[src/rtl/limn2600_bus_pkg.sv]
// Shared Limn2600 word-bus definitions: transfer fields, widths and DMA state encoding.
package limn2600_bus_pkg;

  localparam int unsigned BUS_AW     = 32;
  localparam int unsigned BUS_DW     = 32;
  localparam int unsigned WORD_BYTES = 4;
  localparam int unsigned LEN_W      = 16;

  typedef enum logic [1:0] {
    ST_IDLE,
    ST_READ,
    ST_WRITE,
    ST_DONE
  } dma_state_t;

  // Initiator-side request fields held stable until the responder completes.
  typedef struct packed {
    logic              cs;
    logic              we;
    logic [BUS_AW-1:0] addr;
    logic [BUS_DW-1:0] wdata;
  } bus_req_t;

  typedef struct packed {
    logic              rdy;
    logic [BUS_DW-1:0] rdata;
  } bus_rsp_t;

  function automatic logic [BUS_AW-1:0] next_word(input logic [BUS_AW-1:0] a);
    return a + BUS_AW'(WORD_BYTES);
  endfunction

endpackage

[src/rtl/limn2600_bus_watchdog.sv]
// Per-transfer wait counter; expired is high once the transfer has waited TIMEOUT-1 edges.
module limn2600_bus_watchdog #(
  parameter int unsigned TIMEOUT = 255
) (
  input  logic clk,
  input  logic rst,
  input  logic clear,
  input  logic waiting,
  output logic expired
);

  localparam int unsigned CW = (TIMEOUT > 1) ? $clog2(TIMEOUT) : 1;
  localparam logic [CW-1:0] LAST = CW'(TIMEOUT - 1);

  logic [CW-1:0] cnt_q;
  logic [CW-1:0] cnt_d;

  always_comb begin
    cnt_d = cnt_q;
    if (clear) begin
      cnt_d = '0;
    end else if (waiting && (cnt_q != LAST)) begin
      cnt_d = cnt_q + CW'(1);
    end
  end

  // expired is a registered decode so the FSM sees it alongside the current rdy
  always_ff @(posedge clk or negedge rst) begin
    if (!rst) begin
      cnt_q   <= '0;
      expired <= 1'b0;
    end else begin
      cnt_q   <= cnt_d;
      expired <= (cnt_d == LAST);
    end
  end

endmodule

[src/rtl/limn2600_dma.sv]
// Limn2600 block-copy DMA initiator: reads a word from src, writes it to dst, len times.
module limn2600_dma
  import limn2600_bus_pkg::*;
#(
  parameter int unsigned TIMEOUT = 255
) (
  input  logic              clk,
  input  logic              rst,
  input  logic              start,
  input  logic [BUS_AW-1:0] src_addr,
  input  logic [BUS_AW-1:0] dst_addr,
  input  logic [LEN_W-1:0]  len,
  input  logic              abort,
  output logic              busy,
  output logic              done,
  output logic              err,
  output logic [LEN_W-1:0]  remaining,
  output logic              cs,
  output logic              we,
  output logic [BUS_AW-1:0] addr,
  output logic [BUS_DW-1:0] data_out,
  input  logic [BUS_DW-1:0] data_in,
  input  logic              rdy
);

  dma_state_t        state_q;
  bus_req_t          req_q;
  logic [BUS_AW-1:0] src_q;
  logic [BUS_AW-1:0] dst_q;
  logic [LEN_W-1:0]  rem_q;
  logic              busy_q;
  logic              done_q;
  logic              err_q;

  logic expired;
  logic waiting_c;
  logic wd_clear_c;
  logic timeout_c;
  logic stop_c;

  assign waiting_c  = req_q.cs && !rdy;
  assign wd_clear_c = !req_q.cs || rdy;

  limn2600_bus_watchdog #(
    .TIMEOUT (TIMEOUT)
  ) u_watchdog (
    .clk     (clk),
    .rst     (rst),
    .clear   (wd_clear_c),
    .waiting (waiting_c),
    .expired (expired)
  );

  // Abort wins over a simultaneous timeout; a completing transfer never times out.
  assign timeout_c = !abort && !rdy && expired;
  assign stop_c    = abort || timeout_c;

  always_ff @(posedge clk or negedge rst) begin
    if (!rst) begin
      state_q <= ST_IDLE;
      req_q   <= '0;
      src_q   <= '0;
      dst_q   <= '0;
      rem_q   <= '0;
      busy_q  <= 1'b0;
      done_q  <= 1'b0;
      err_q   <= 1'b0;
    end else begin
      done_q <= 1'b0;
      unique case (state_q)
        ST_IDLE: begin
          if (start) begin
            src_q  <= src_addr;
            dst_q  <= dst_addr;
            rem_q  <= len;
            err_q  <= 1'b0;
            busy_q <= 1'b1;
            if (len == '0) begin
              state_q <= ST_DONE;
              done_q  <= 1'b1;
            end else begin
              state_q    <= ST_READ;
              req_q.cs   <= 1'b1;
              req_q.we   <= 1'b0;
              req_q.addr <= src_addr;
            end
          end
        end
        ST_READ: begin
          // wdata doubles as the holding register between READ and WRITE
          if (rdy) begin
            req_q.wdata <= data_in;
          end
          if (timeout_c) begin
            err_q <= 1'b1;
          end
          if (stop_c) begin
            state_q  <= ST_DONE;
            done_q   <= 1'b1;
            req_q.cs <= 1'b0;
            req_q.we <= 1'b0;
          end else if (rdy) begin
            state_q    <= ST_WRITE;
            req_q.we   <= 1'b1;
            req_q.addr <= dst_q;
          end
        end
        ST_WRITE: begin
          if (rdy) begin
            src_q <= next_word(src_q);
            dst_q <= next_word(dst_q);
            rem_q <= rem_q - LEN_W'(1);
          end
          if (timeout_c) begin
            err_q <= 1'b1;
          end
          if (stop_c || (rdy && (rem_q == LEN_W'(1)))) begin
            state_q  <= ST_DONE;
            done_q   <= 1'b1;
            req_q.cs <= 1'b0;
            req_q.we <= 1'b0;
          end else if (rdy) begin
            state_q    <= ST_READ;
            req_q.we   <= 1'b0;
            req_q.addr <= next_word(src_q);
          end
        end
        ST_DONE: begin
          busy_q  <= 1'b0;
          state_q <= ST_IDLE;
        end
        default: begin
          state_q <= ST_IDLE;
        end
      endcase
    end
  end

  assign busy      = busy_q;
  assign done      = done_q;
  assign err       = err_q;
  assign remaining = rem_q;
  assign cs        = req_q.cs;
  assign we        = req_q.we;
  assign addr      = req_q.addr;
  assign data_out  = req_q.wdata;

endmodule

[config.mk]
export PLATFORM = sky130hd
export DESIGN_NAME = limn2600_dma
export DESIGN_NICKNAME = d
export VERILOG_FILES = /design/src/rtl/limn2600_bus_pkg.sv /design/src/rtl/limn2600_bus_watchdog.sv /design/src/rtl/limn2600_dma.sv
export SDC_FILE = /design/constraint.sdc
export NUM_CORES = 1
export LEC_CHECK = 0
export CORE_MARGIN = 2
export CORE_UTILIZATION = 40
export CTS_CLUSTER_DIAMETER = 30
export DETAILED_ROUTE_END_ITERATION = 12
export GPL_TIMING_DRIVEN = 0
export PLACE_DENSITY = 0.66
export SLEW_MARGIN = 0
export SYNTH_ARGS = -nofsm -noshare
export SYNTH_HDL_FRONTEND = slang
export SYNTH_SLANG_ARGS = --single-unit
[constraint.sdc]
create_clock -name clk -period 5 [get_ports clk]
set_clock_uncertainty 0.15 [all_clocks]
set_input_delay 1 -clock clk [delete_from_list [all_inputs] [get_ports clk]]
set_output_delay 1 -clock clk [all_outputs]
set_load 0.1 [all_outputs]
* Word-level counts from Yosys, hierarchy flattened
Cells that the tools add are included.
Storage, ports and cells: input bits 117, word-level logic and storage cells 99, bits in registers 160, output and inout bits 85
Cells by class: add/subtract/negate cells 4, muxes and demuxes 39, reduce and logical (&&, ||, !) cells 26, eq/ne operators 17
Operators with widths (number):
- $mux 32 | 6
- $pmux 32 s2 | 2
- $pmux 34 s3 | 1
- $mux 34 | 2
- $mux 33 | 2
- $add 32x3->32 const B | 2
- $mux 16 | 2
- $pmux 16 s2 | 1
- $eq 16x1->1 const B | 1
- $logic_not 16->1 | 1
- $mux 8 | 2
- $ne 2x2->1 const B | 8
- $sub 16x1->16 const B | 1
- $mux 2 | 6
- $mux 1 | 11
- $reduce_and 5->1 | 2
- $reduce_and 3->1 | 3
- $add 8x1->8 const B | 1
- $eq 8x8->1 const B | 1
- $ne 8x8->1 const B | 1
- $pmux 2 s4 | 1
- $reduce_and 7->1 | 1
- $ne 3x3->1 const B | 2
- $reduce_bool 2->1 | 3
- 12 further kinds | 23

* Longest topological paths before layout
word-level depth 7, gate-level depth with buffers 9, depth with buffers taken out 8

* Cells and area by module
A second synthesis with hierarchy kept.
Unflattened totals: cell total of the unflattened synthesis 1012, area, all modules 9004.9 um2
By module, submodules not included:
- limn2600_dma | instances 1, seq. area each 3778.6 um2, area an instance 8475.6 um2, cells an instance 957
- limn2600_bus_watchdog | instances 1, seq. area each 225.2 um2, area an instance 529.3 um2, cells an instance 55

* Worst setup path after synthesis
OpenSTA, ideal clock, no wires.
path type register -> register, start register rem_q[4] (netlist: remaining[4]), end register addr[31] (netlist name), buffers on the path 1, required time 4728 ps, cell stages (with the launch flop) 8, arrival 2453 ps, slack 2275 ps, cell sequence dfrtp_1 > or3_4 > and4bb_2 > a41oi_2 > o22ai_4 > buf_6 > nor2_1 > a22o_1
Between the ends: cells in the longest elaborated chain, start to end 5
Ends and longest elaborated chain:
- start, declared | line limn2600_dma.sv:30 | logic [LEN_W-1:0] rem_q;
- start signal, assigned | line limn2600_dma.sv:75 | rem_q <= len;
- start signal, assigned | line limn2600_dma.sv:112 | rem_q <= rem_q - LEN_W'(1);
- $eq 16x1->1 | line limn2600_dma.sv:117 | if (stop_c || (rdy && (rem_q == LEN_W'(1)))) begin
- $logic_and 1x1->1 | line limn2600_dma.sv:117
- $logic_or 1x1->1 | line limn2600_dma.sv:117
- $ne 2x2->1 (no source line)
- $reduce_and 7->1 (no source line)
No other way between the ends. A chain may end at the register's enable or synchronous reset.

* Final worst setup path
start input port rdy, end register src_q[19]
Between the ends: cells in the longest elaborated chain, start to end 2
Ends and longest elaborated chain:
- start, declared | line limn2600_dma.sv:23 | input logic rdy
- $ne 2x2->1 (no source line)
- $reduce_and 3->1 (no source line)
- end signal, assigned | line limn2600_dma.sv:73 | src_q <= src_addr;
- end signal, assigned | line limn2600_dma.sv:110 | src_q <= next_word(src_q);
- end, declared | line limn2600_dma.sv:28 | logic [BUS_AW-1:0] src_q;
No other way between the ends.

==> results.cfg <==
[sta]
tightest_slew_ps = 1004
setup_viol = 0
rsz0062_at_grt = no
slew_violations = 0
period_minus_slack_ps = 3301
fmax_ghz = 0.3029
worst_slack_ps = 1699
hold_violations = 0
tns_ps = 0
timing.final.crit_share_pct = 66.03
slew_headroom_pct = 32.85

[finish]
finalNonFillerCells = 1519
utilization_pct = 53.51
syn_to_final_growth_pct = 32.69
layout-drive-gt1-share_pct = 7.942
final_common_cell = clkdlybuf4s50_1
fin_nets = 1348
final_cell_mix = clkdlybuf4s50_1 (199), dfrtp_1 (160), nand2_1 (110), a21oi_1 (98), nor2_1 (86)
seq_area_um2 = 4004
multi_input_area_um2 = 4703
num-fill-cells = 2044
antenna_cells = 0

[detailed_routing]
vias = 8972
drc = 0
wl_per_cell_um = 20.58
drt_first_iter_violations = 876
ant_nets = 0
drt_pass1_iterations = 5
wirelength_mm = 31.26
vias_per_cell = 5.907

[critical_path]
arrival_ps = 3430
r2r_slack_ps = 1960
cp-start-kind = input pin
worstPathRequired_ps = 5130
end_kind = flip-flop
cp_max_fo = 10
path_cells = clkdlybuf4s50_1, nand2b_1, o211a_1, clkbuf_1, buf_2, buf_1, a21oi_1
cpPeakStageDelay_ps = 580
crit_type = input pin to flip-flop
cpMaxStageDelayCell = clkdlybuf4s50_1
crit_family = buffers and inverters
path_buf_inv = 4

[place]
dp_slack_ps = 1335
portBuffers = 200
place_congestion = 0.9329
hpwl_mm = 22.97
place_inst = 1487

[global_routing]
grt_pass1_vias = 8660
grt_start_max_net_pins = 111
grt_pass1_wl_mm = 48.55
overflow = 0
track_usage_pct = 26.32
antenna_found_initial = 0

[die]
initial_core_util_pct = 40.33
core_um2 = 22430
num_io_pins = 202
die_w_um = 154.4
die_height_um = 154.4
rows = 55
die_area_um2 = 23840

[clock_tree]
clkSlewWorstSetupHoldPaths_ps = 60
cts.sinks = 160
post_cts_buffers = 0
tritoncts = done
cts_resized = 0
cts_buffer_depth = 2
clk_latency_ps = 440
htreeDepth = 4
cts_root_buffer = clkbuf_16
holdBufCountCts = 0
numCtsBuffers = 17

[status]
status = finished, final reports clean

[logic_synthesis]
synth.avg_cell_area_um2 = 9.038
synth-edff-count = 0
synth-seq-cells = 160
yosysUniqueCellTypes = 64
yosys_warnings = 0
syn_area_um2 = 9047
synth_nets = 1128
synthArstFlopShare_pct = 100.0
synthFlopType = dfrtp_1
seq_area_frac_synth_pct = 44.25
postSynthCellCount = 1001

[flow_run]
max_cap_viol_count = 0

[min_path]
hp-class = input pin to async pin
[path summary, 6_finish.rpt]
check,endpoint,startpoint,depth (start not counted)
max in group asynchronous,u_watchdog.cnt_q[6],rst,2
min in group clk,addr[11],addr[11],2
max,src_q[19],rdy,7
min reg2reg,addr[11],addr[11],2
min,data_out[7],rst,1
max reg2reg,remaining[0],state_q[0],8
[logic make-up after synthesis]
logic type      count (synthesis)  synth area share [%]
simple gates                  351                 19.31
flops                         160                 44.25
mux                            62                 7.330
buf+inv                        85                 3.762
xor+xnor                       29                 2.807
compound gates                304                 21.16
fa+ha+maj                      10                 1.383
[area by class of cell]
class / instances / area share [%]
plain buffers: 71 / 2.397
inverters: 14 / 0.4377
repair buffers: 201 / 16.95
clock inverters: 14 / 1.063
flip-flops and latches: 160 / 33.35
multi-input cells: 756 / 39.18
clock buffers: 18 / 3.658
well taps: 285 / 2.970
[cells in the mapped netlist, types with 7 or more instances]
library cell | count | share of area (%)
a221oi_1 | 23 | 2.2
nor4_1 | 11 | 0.76
clkbuf_1 | 46 | 1.9
o21ai_0 | 48 | 2.7
and4_1 | 8 | 0.77
nand4_1 | 17 | 1.2
mux2i_1 | 28 | 3.1
buf_1 | 13 | 0.54
a21oi_1 | 98 | 5.4
mux2_2 | 34 | 4.2
nand3_1 | 53 | 2.9
a31oi_1 | 7 | 0.48
xnor2_1 | 17 | 1.6
a21o_1 | 7 | 0.58
o31ai_1 | 24 | 2.0
nor3_1 | 12 | 0.66
nor2_1 | 86 | 3.6
buf_2 | 10 | 0.55
nand2_1 | 110 | 4.6
nor4_2 | 7 | 0.97
ha_1 | 10 | 1.4
and3_1 | 18 | 1.2
xor2_1 | 12 | 1.2
o22ai_1 | 57 | 3.9
dfrtp_1 | 160 | 44
inv_1 | 14 | 0.58
[per-stage QoR]
step | instance area (µm²) | hold slack, ps
after floorplan | 9047 | 316.4
after global placement | 11410 | 312.2
after detailed placement | 11440 | 319.6
after CTS | 12010 | 321.1
after global routing | 12010 | 329.4
final | 12010 | 308.5
[sequential cells by signal, indices dropped and copies added, names as in the netlist, 2 cells and up]
signal and count:
u_watchdog.cnt_q 8, src_q 32, dst_q 32, addr 32
data_out 32, remaining 16, state_q 2
[per-layer routing]
layer  GRT usage [%]  wire length, µm  up-vias
li1                -                -     4183
met1           34.58            13320     4312
met2           42.73            14430      421
met3           6.753             2685       56
met4           8.510              818        0
met5               0                0        -
Power is left out: the tool's default activity adds up to more than one toggle a clock period on the data nets, which glitch-free logic cannot reach.
